**src/rtl/halfband_interp_poly.sv**
```systemverilog
// Polyphase half-band interpolator (x2): one time-shared multiplier walks the
// even-phase taps, then the odd-phase taps, emitting two samples per input.
module halfband_interp_poly #(
    parameter int HB_TAPS    = 31,
    parameter int DATA_WIDTH = 24,
    parameter int COEF_WIDTH = 24,
    parameter int COEF_FRAC  = 23,
    parameter int OUT_WIDTH  = 24,
    // Packed tap tables, entry k at bits [k*COEF_WIDTH +: COEF_WIDTH].
    parameter logic [COEF_WIDTH*((HB_TAPS+1)/2)-1:0] H0_COEFS = {
        24'hFFC85C, 24'h00681B, 24'hFF23D5, 24'h01CD15,
        24'hFC93B7, 24'h064649, 24'hF39CA5, 24'h28557B,
        24'h28557B, 24'hF39CA5, 24'h064649, 24'hFC93B7,
        24'h01CD15, 24'hFF23D5, 24'h00681B, 24'hFFC85C},
    parameter logic [COEF_WIDTH*((HB_TAPS-1)/2)-1:0] H1_COEFS = {
        24'h000000, 24'h000000, 24'h000000, 24'h000000,
        24'h000000, 24'h000000, 24'h000000, 24'h400000,
        24'h000000, 24'h000000, 24'h000000, 24'h000000,
        24'h000000, 24'h000000, 24'h000000}
) (
    input  logic                         clk,
    input  logic                         rst_n,
    input  logic signed [DATA_WIDTH-1:0] data_in,
    input  logic                         in_valid,
    output logic                         in_ready,
    output logic signed [OUT_WIDTH-1:0]  data_out,
    output logic                         out_valid,
    input  logic                         out_ready
);
    localparam int L          = (HB_TAPS - 1) / 2;
    localparam int PROD_WIDTH = DATA_WIDTH + COEF_WIDTH;
    localparam int ACC_WIDTH  = DATA_WIDTH + COEF_WIDTH + $clog2(L + 2) + 2;
    localparam int KW         = (L > 1) ? $clog2(L + 1) : 1;

    localparam logic [KW-1:0] K_LAST_E = KW'(L);
    localparam logic [KW-1:0] K_LAST_O = KW'(L - 1);

    localparam logic signed [ACC_WIDTH-1:0] ROUND_BIAS = ACC_WIDTH'(64'sd1 <<< (COEF_FRAC - 2));
    localparam logic signed [ACC_WIDTH-1:0] OUT_MAX    = ACC_WIDTH'((64'sd1 <<< (OUT_WIDTH - 1)) - 64'sd1);
    localparam logic signed [ACC_WIDTH-1:0] OUT_MIN    = ~OUT_MAX;

    localparam logic [2:0] IDLE   = 3'd0;
    localparam logic [2:0] MAC_E  = 3'd1;
    localparam logic [2:0] EMIT_E = 3'd2;
    localparam logic [2:0] MAC_O  = 3'd3;
    localparam logic [2:0] EMIT_O = 3'd4;

    logic [2:0]                   state_reg;
    logic [KW-1:0]                k_reg;
    logic signed [ACC_WIDTH-1:0]  acc_reg;
    logic signed [DATA_WIDTH-1:0] xbuf_reg [0:L];
    logic signed [OUT_WIDTH-1:0]  data_out_reg;
    logic                         out_valid_reg;

    logic signed [COEF_WIDTH-1:0] coef_h0 [0:L];
    logic signed [COEF_WIDTH-1:0] coef_h1 [0:L];

    // The odd table is one entry shorter; pad it so both share the k index.
    genvar gi;
    generate
        for (gi = 0; gi <= L; gi++) begin : g_coef
            assign coef_h0[gi] = H0_COEFS[gi*COEF_WIDTH +: COEF_WIDTH];
            if (gi < L) begin : g_h1
                assign coef_h1[gi] = H1_COEFS[gi*COEF_WIDTH +: COEF_WIDTH];
            end else begin : g_h1_pad
                assign coef_h1[gi] = '0;
            end
        end
    endgenerate

    logic                         accept;
    logic signed [DATA_WIDTH-1:0] x_sel;
    logic signed [COEF_WIDTH-1:0] c_sel;
    logic signed [PROD_WIDTH-1:0] x_ext;
    logic signed [PROD_WIDTH-1:0] c_ext;
    logic signed [PROD_WIDTH-1:0] product;
    logic signed [ACC_WIDTH-1:0]  acc_sum;
    logic signed [ACC_WIDTH-1:0]  rounded;
    logic signed [OUT_WIDTH-1:0]  fmt_val;

    assign in_ready  = (state_reg == IDLE);
    assign accept    = in_ready && in_valid;
    assign data_out  = data_out_reg;
    assign out_valid = out_valid_reg;

    always_comb begin
        x_sel = xbuf_reg[k_reg];
        c_sel = (state_reg == MAC_O) ? coef_h1[k_reg] : coef_h0[k_reg];
    end

    assign x_ext   = PROD_WIDTH'(x_sel);
    assign c_ext   = PROD_WIDTH'(c_sel);
    assign product = x_ext * c_ext;
    assign acc_sum = acc_reg + ACC_WIDTH'(product);

    // Shift by one bit less than the coefficient scale to apply the x2 gain.
    always_comb begin
        rounded = (acc_sum + ROUND_BIAS) >>> (COEF_FRAC - 1);
        if (rounded > OUT_MAX) begin
            fmt_val = OUT_MAX[OUT_WIDTH-1:0];
        end else if (rounded < OUT_MIN) begin
            fmt_val = OUT_MIN[OUT_WIDTH-1:0];
        end else begin
            fmt_val = rounded[OUT_WIDTH-1:0];
        end
    end

    always_ff @(posedge clk or negedge rst_n) begin
        if (!rst_n) begin
            for (int i = 0; i <= L; i++) begin
                xbuf_reg[i] <= '0;
            end
        end else if (accept) begin
            xbuf_reg[0] <= data_in;
            for (int i = 1; i <= L; i++) begin
                xbuf_reg[i] <= xbuf_reg[i-1];
            end
        end
    end

    always_ff @(posedge clk or negedge rst_n) begin
        if (!rst_n) begin
            state_reg     <= IDLE;
            k_reg         <= '0;
            acc_reg       <= '0;
            data_out_reg  <= '0;
            out_valid_reg <= 1'b0;
        end else begin
            case (state_reg)
                IDLE: begin
                    if (in_valid) begin
                        acc_reg   <= '0;
                        k_reg     <= '0;
                        state_reg <= MAC_E;
                    end
                end
                MAC_E: begin
                    acc_reg <= acc_sum;
                    if (k_reg == K_LAST_E) begin
                        data_out_reg  <= fmt_val;
                        out_valid_reg <= 1'b1;
                        state_reg     <= EMIT_E;
                    end else begin
                        k_reg <= k_reg + 1'b1;
                    end
                end
                EMIT_E: begin
                    if (out_ready) begin
                        out_valid_reg <= 1'b0;
                        acc_reg       <= '0;
                        k_reg         <= '0;
                        state_reg     <= MAC_O;
                    end
                end
                MAC_O: begin
                    acc_reg <= acc_sum;
                    if (k_reg == K_LAST_O) begin
                        data_out_reg  <= fmt_val;
                        out_valid_reg <= 1'b1;
                        state_reg     <= EMIT_O;
                    end else begin
                        k_reg <= k_reg + 1'b1;
                    end
                end
                EMIT_O: begin
                    if (out_ready) begin
                        out_valid_reg <= 1'b0;
                        state_reg     <= IDLE;
                    end
                end
                default: state_reg <= IDLE;
            endcase
        end
    end
endmodule

```
**config.mk**
```make
export PLATFORM = sky130hd
export DESIGN_NAME = halfband_interp_poly
export DESIGN_NICKNAME = d
export VERILOG_FILES = /design/src/rtl/halfband_interp_poly.sv
export SDC_FILE = /design/constraint.sdc
export NUM_CORES = 2
export LEC_CHECK = 0
export CORE_ASPECT_RATIO = 1.4
export CORE_MARGIN = 5
export CORE_UTILIZATION = 40
export CTS_CLUSTER_DIAMETER = 50
export DETAILED_ROUTE_END_ITERATION = 7
export GPL_ROUTABILITY_DRIVEN = 0
export SYNTH_ARGS = -nofsm -noshare
export SYNTH_HDL_FRONTEND = slang
export SYNTH_SLANG_ARGS = --single-unit
```
**constraint.sdc**
```tcl
create_clock -name clk -period 13.9 [get_ports clk]
set_input_delay 4.17 -clock clk [delete_from_list [all_inputs] [get_ports clk]]
set_output_delay 4.17 -clock clk [all_outputs]
set_load 0.03 [all_outputs]
```
=== Word-level counts from Yosys, hierarchy flattened ===
Memories as Yosys holds them, arrays and structs flattened.
Index checks and enable logic that the tools add are counted.

* Add/sub/neg operators: 3
* Reduce and logical (&&, ||, !) cells: 13
* Mux-type cells: 31
* Magnitude comparators: 3
* $mul: 1
* Bitwise logic cells: 1
* Eq/ne operators: 14

{| class="wikitable"
|+ Operators with widths
! operator !! number
|-
| two-way mux 24 bit || 11
|-
| one-hot mux 55 bit (3 select lines) || 1
|-
| two-way mux 55 bit || 2
|-
| binary-select mux 24 bit (select 4 bit) || 1
|-
| adder 55 x 23 -> 55 bit, second input constant || 1
|-
| adder 55 x 48 -> 55 bit || 1
|-
| multiplier 24 x 24 -> 48 bit || 1
|-
| one-hot mux 24 bit (2 select lines) || 1
|-
| greater-than comparator 33 x 24 -> 1 bit, second input constant || 1
|-
| < comparator 33 x 24 -> 1 bit, second input constant || 1
|-
| two-way mux 4 bit || 4
|-
| one-hot mux 4 bit (4 select lines) || 1
|-
| two-way mux 3 bit || 5
|-
| one-hot mux 3 bit (5 select lines) || 1
|-
| inequality test 2 bit, second input constant || 6
|-
| AND reduction 5 bit || 2
|-
| == test 4 bit, second input constant || 2
|-
| == test 3 x 2 -> 1 bit, second input constant || 2
|-
| AND reduction 3 bit || 2
|-
| nonzero test 3 bit || 2
|-
| greater-or-equal comparator 5 bit, second input constant || 1
|-
| NOT 4 -> 5 bit || 1
|-
| adder 4 x 1 -> 4 bit, second input constant || 1
|-
| inequality test 2 x 1 -> 1 bit, second input constant || 2
|-
| other kinds (10) || 13
|}

* Bits in read-only memories: 768
* Bits in registers: 471
* Memories kept: 2
* Word-level logic and storage cells: 89

{| class="wikitable"
|+ Memories
! name !! depth !! bits a word !! read ports !! clocked after Yosys merged registers in !! wr ports !! line !! text
|-
| (no name shown) || 16 || 24 || 1 || 0 || 0 || 88 || <nowiki>c_sel = (state_reg == MAC_O) ? coef_h1[k_reg] : coef_h0[k_reg];</nowiki>
|-
| (no name shown) || 16 || 24 || 1 || 0 || 0 || 88 ||
|}

=== Longest topological paths before layout ===
* Depth in word-level cells: 13
* Gate-level depth with buffers: 45

=== Worst setup path before layout ===
Ideal clock, no wire load.

* Path type: reg2reg
* From: reg k_reg[2]
* To: reg data_out_reg[10], in the netlist data_out[10]
* Stages on the path, launching flop included: 37
* Period minus slack after synthesis: 10.631 ns
* Path buffers: 8
* Required time: 13.779 ns
* Arrival: 10.510 ns
* Slack: 3.269 ns
* Cell sequence: dfrtp_1 -> clkbuf_1 -> clkbuf_1 -> clkbuf_1 -> buf_1 -> clkbuf_1 -> o21ai_0 -> o211ai_1 -> clkbuf_1 -> nor2_1 -> fa_1 -> fa_1 -> fa_1 -> inv_1 -> fa_1 -> inv_1 -> fa_1 -> fa_1 -> inv_1 -> fa_1 -> inv_1 -> ha_1 -> clkbuf_1 -> a21oi_1 -> o21ai_0 -> o221ai_1 -> nand2_1 -> o311a_1 -> or4b_1 -> and3_1 -> or2_1 -> nor4_1 -> mux2_1 -> o22ai_1 -> a31oi_4 -> buf_6 -> o22a_1

* Longest elaborated chain between the ends: 13
* Elaborated cells between the ends (all ways): 26
* Those cells by class: add/sub: 2; mul: 1; order compare: 2; eq/ne: 4; mux: 13; bitwise: 1; reduce/logical: 1; memory: 2

{| class="wikitable"
|+ Ends and longest elaborated chain
! item !! line !! text
|-
| start: declaration || 49 || <nowiki>logic [KW-1:0] k_reg;</nowiki>
|-
| start signal: assignment || 144 || <nowiki>k_reg <= k_reg + 1'b1;</nowiki>
|-
| start signal: assignment || 162 || <nowiki>k_reg <= k_reg + 1'b1;</nowiki>
|-
| NOT 4 -> 5 bit (implied by the code) || 87, 88 ||
|-
| memory (16 x 24 bit) || -- ||
|-
| two-way mux 24 bit (implied by the code) (2 in a row) || 88 ||
|-
| two-way mux 24 bit || 88 ||
|-
| multiplier 24 x 24 -> 48 bit || 93 || <nowiki>assign product = x_ext * c_ext;</nowiki>
|-
| adder 55 x 48 -> 55 bit || 94 || <nowiki>assign acc_sum = acc_reg + ACC_WIDTH'(product);</nowiki>
|-
| adder 55 x 23 -> 55 bit || 98 || <nowiki>rounded = (acc_sum + ROUND_BIAS) >>> (COEF_FRAC - 1);</nowiki>
|-
| < comparator 33 x 24 -> 1 bit || 101 || <nowiki>end else if (rounded < OUT_MIN) begin</nowiki>
|-
| two-way mux 24 bit || 101 ||
|-
| two-way mux 24 bit || 99 || <nowiki>if (rounded > OUT_MAX) begin</nowiki>
|-
| two-way mux 24 bit, on equally long branches || 157, 139 ||
|-
| one-hot mux 24 bit (2 select lines) || 129 || <nowiki>case (state_reg)</nowiki>
|-
| end signal: assignment || 140 || <nowiki>data_out_reg <= fmt_val;</nowiki>
|-
| end signal: assignment || 158 || <nowiki>data_out_reg <= fmt_val;</nowiki>
|-
| end: declaration || 52 || <nowiki>logic signed [OUT_WIDTH-1:0] data_out_reg;</nowiki>
|}

Several ways; a longest one is shown, not always the timed one. The select of a mux whose other input is x is not followed.
A chain may end at the register's enable or synchronous reset.

=== Worst setup path after layout ===
* From: reg k_reg[1]
* To: reg data_out_reg[4], in the netlist data_out[4]

Same word-level chain as after synthesis.

==> summary by stage <==
Floorplanning
The floorplan has 147 rows. The die width is 297 microns. From bottom edge to top edge, the die measures 412 microns. The die covers 0.123 sq mm. During I/O placement, the number of pins put on the boundary was 54. In this run the standard cell core region covers 0.115 sq mm. The initial core utilization is 40.3%.

Layout
After the flow finishes, the layout carries non-filler instances totaling 5806. The share of cells above drive strength 1 is 16.2%. The final net count is 5171.

The register with the most flip-flops in the layout has 384 of them. Compared with the post-synthesis result, the final layout area differs by 8.71%.

Detailed routing
After the first detailed-routing iteration, the DRC count stood at 2286. Dividing the detail-routed wire length by the instance count gives 21.2 microns. The detailed-route via count is 31000. For this run, the detailed router's first-pass iteration total came to 6. Once detail routing completed, the nets flagged for antenna violations numbered 0. Wires add up to 123000 microns. In the routed layout, each cell is associated on average with a via count of 5.35. After detailed routing, the number of remaining DRC violations is 0.

Timing
The number of endpoints with negative hold slack in the final report is 0. The final critical path takes up 89.7% of the cycle. Timing would allow up to 80.2 MHz.

At the pin with the least slew margin, the transition time is 1.37 ns. The accumulated negative setup slack is 0 ns. Setup repair after global routing left no endpoint under its margin. The clock period could shrink to 12.47 ns. Headroom to the max-slew limit came out at 8.14%. The worst setup skew after layout is 0.0840 ns. Setup violations remaining at the end of the flow were counted as 0.

The number of pins exceeding their max-slew limit in the final report is 0.

Synth
The top flip-flop cell by instance count after synthesis is sky130_fd_sc_hd__dfrtp_1. When the netlist entered floorplanning its net count stood at 5225. For this run, asynchronously set or reset flops after synthesis account for 100%.

The post-synthesis sequential area ratio is 25.5%. The mean instance size in the synthesized netlist is 10.7 sq um. Summed over all instances, the cell type with the most area after synthesis is sky130_fd_sc_hd__fa_1. The Yosys warning count is 0. The gate count of the mapped netlist is 4324. Ranked by total cell area, the synthesized netlist is headed by sky130_fd_sc_hd__fa_1 30%, sky130_fd_sc_hd__dfrtp_1 25%, sky130_fd_sc_hd__mux2_2 9.4%. The post-synthesis cell area is 0.0463 sq mm. In this run, distinct cell masters in the synthesized netlist total 94.

Of the post-synthesis cell area, the dominant cell type holds 29.8%. The post-synthesis register bit count is 471. Yosys mapped a number of flops with a built-in enable equal to 0.

Status
The flow ran to the end, and the final reports show no timing, DRC or antenna violations.

Global routing
Entering global routing, the biggest net connects 176 pins. Summed over all layers, the global routing overflow is 0. The combined global-route utilization of all metal layers is 20.3%.

The via count of the first global-routing pass is 34100. The initial antenna violation count is 1. The first global-routing pass estimated 196000 microns of wire.

Clocking
The clock-pin transition on the worst setup and hold timing paths is 0.07 ns. The post-cts resize count is 0. For the worst-skew pair, the clock arrives at the later sink with an insertion delay of 0.69 ns. The post-CTS setup buffer count is 0. Clock tree synthesis selected as its root buffer the cell sky130_fd_sc_hd__clkbuf_16. The clock tree from TritonCTS is built. The total number of clock tree sinks is 471. The buffer depth of the longest clock path is 3. The clock tree synthesis step divided the H-tree into 2 levels. After clock tree synthesis, the flow added hold-fix buffers numbering 0. The number of clock buffers added by TritonCTS is 58.

Worst setup path
The worst path arrival time is 12.98 ns. The required time of the critical path is 14.41 ns. In this run the worst path has a maximum fanout of 62.

The peak per-stage delay on the critical path is 0.97 ns. The kind of critical path is flip-flop to flip-flop. STA classifies the critical path endpoint as a flip-flop.

STA classifies the critical path startpoint as a flip-flop. For this design, the slowest cell found on the critical path is sky130_fd_sc_hd__dfrtp_4. The cell type with the highest occurrence count on the critical path is sky130_fd_sc_hd__fa_1.

Flow run
The max-capacitance violation count is 0.

Placement
Detailed placement ended at an HPWL of 96600 microns. Port buffering added 53 buffers. The cell count after placement is 5700.

Worst hold path
The min-delay analysis places its worst path in the category flip-flop to flip-flop.
## metal layers
layer,global-route usage (%),vias up,wire length [microns]
met1,24.4,16000,47900
met5,0,-,0
met2,34.7,1015,59800
li1,-,13700,-
met3,2.97,379,6440
met4,12.0,0,8880
## cell type report
type / instances / area (sq um)
Antenna cell: 1 / 2.50
Clock buffer: 73 / 1570
Clock inverter: 32 / 449
Fill cell: 11000 / 64500
Inverter: 787 / 2950
Multi-Input combinational cell: 2846 / 30700
Sequential cell: 471 / 11800
Tap cell: 1490 / 1860
Timing Repair Buffer: 106 / 971
## synthesized netlist by cell type, types with 8 or more instances
library cell               number
sky130_fd_sc_hd__inv_1        784
sky130_fd_sc_hd__fa_1         689
sky130_fd_sc_hd__nand2_1      493
sky130_fd_sc_hd__dfrtp_1      471
sky130_fd_sc_hd__mux2_2       386
sky130_fd_sc_hd__nor2_1       305
sky130_fd_sc_hd__ha_1         184
sky130_fd_sc_hd__clkbuf_1     172
sky130_fd_sc_hd__mux4_2       112
sky130_fd_sc_hd__o21ai_0       90
sky130_fd_sc_hd__a21oi_1       84
sky130_fd_sc_hd__xnor2_1       42
sky130_fd_sc_hd__nand3_1       38
sky130_fd_sc_hd__nor3_1        38
sky130_fd_sc_hd__xor2_1        36
sky130_fd_sc_hd__buf_2         25
sky130_fd_sc_hd__and2_1        24
sky130_fd_sc_hd__nand4_1       23
sky130_fd_sc_hd__o22a_1        23
sky130_fd_sc_hd__a22o_1        22
sky130_fd_sc_hd__a21o_1        21
sky130_fd_sc_hd__buf_1         19
sky130_fd_sc_hd__nand2b_1      17
sky130_fd_sc_hd__o21a_1        17
sky130_fd_sc_hd__and3_1        13
sky130_fd_sc_hd__nor2b_1       13
sky130_fd_sc_hd__o21ai_1       13
sky130_fd_sc_hd__nor4_1        10
sky130_fd_sc_hd__o21bai_1      10
sky130_fd_sc_hd__a31oi_1        8
sky130_fd_sc_hd__o211ai_1       8
sky130_fd_sc_hd__or3_1          8
## worst max-delay path, delay by kind of cell (launching register included)
family                   cells  cell delay, ns
flip-flops                   1            0.97
multiplexers                 2            1.32
XOR/XNOR                     1            0.14
AND/OR/NAND/NOR             11            2.82
AO/OA/AOI/OAI                4            2.04
adder cells (fa/ha/maj)      8            3.74
buffers and inverters        7            1.14
## worst paths after layout
kind                          startpoint             to  slack [ns]  depth (start not counted)
hold reg to reg            xbuf_reg[317]  xbuf_reg[293]        0.49                          1
setup / recovery                k_reg[1]    data_out[4]        1.43                         33
max in group asynchronous          rst_n       k_reg[2]        8.10                          3
hold / removal             xbuf_reg[317]  xbuf_reg[293]        0.49                          1
min in group asynchronous          rst_n  xbuf_reg[110]        3.52                          1
setup reg to reg                k_reg[1]    data_out[4]        1.43                         33
## layout by cell type (no fill, tap or decap), types with 84 or more instances in the layout
| master | instances |
|---|---|
| sky130_fd_sc_hd__dfrtp_1 | 468 |
| sky130_fd_sc_hd__fa_1 | 689 |
| sky130_fd_sc_hd__mux2_2 | 386 |
| sky130_fd_sc_hd__nor2_1 | 303 |
| sky130_fd_sc_hd__inv_1 | 784 |
| sky130_fd_sc_hd__mux4_2 | 112 |
| sky130_fd_sc_hd__ha_1 | 184 |
| sky130_fd_sc_hd__o21ai_0 | 88 |
| sky130_fd_sc_hd__a21oi_1 | 84 |
| sky130_fd_sc_hd__nand2_1 | 493 |
## cells by family after synthesis
logic type | share of synthesized area, %
AOI/OAI and AO/OA | 5.23
xor gates and xnor gates | 1.48
adders and majority gates | 34.8
buffers and inverters | 8.28
DFF | 25.5
muxes | 15.0
and+or+nand+nor | 9.79
## metrics by stage
stage | util [%] | hold slack, ns | setup slack, ns | area, sq um
floorplan | - | 0.456 | 3.27 | 46300
global placement | 42.1 | 0.480 | 1.66 | 48300
detailed placement | 42.1 | 0.487 | 1.53 | 48300
CTS | 43.8 | 0.487 | 1.42 | 50300
global route | 43.8 | 0.520 | 0.755 | 50300
finish | 43.8 | 0.490 | 1.43 | 50300
Power is not shown: default switching activity piles up to over one toggle a cycle in this logic, so the estimate is an artifact.
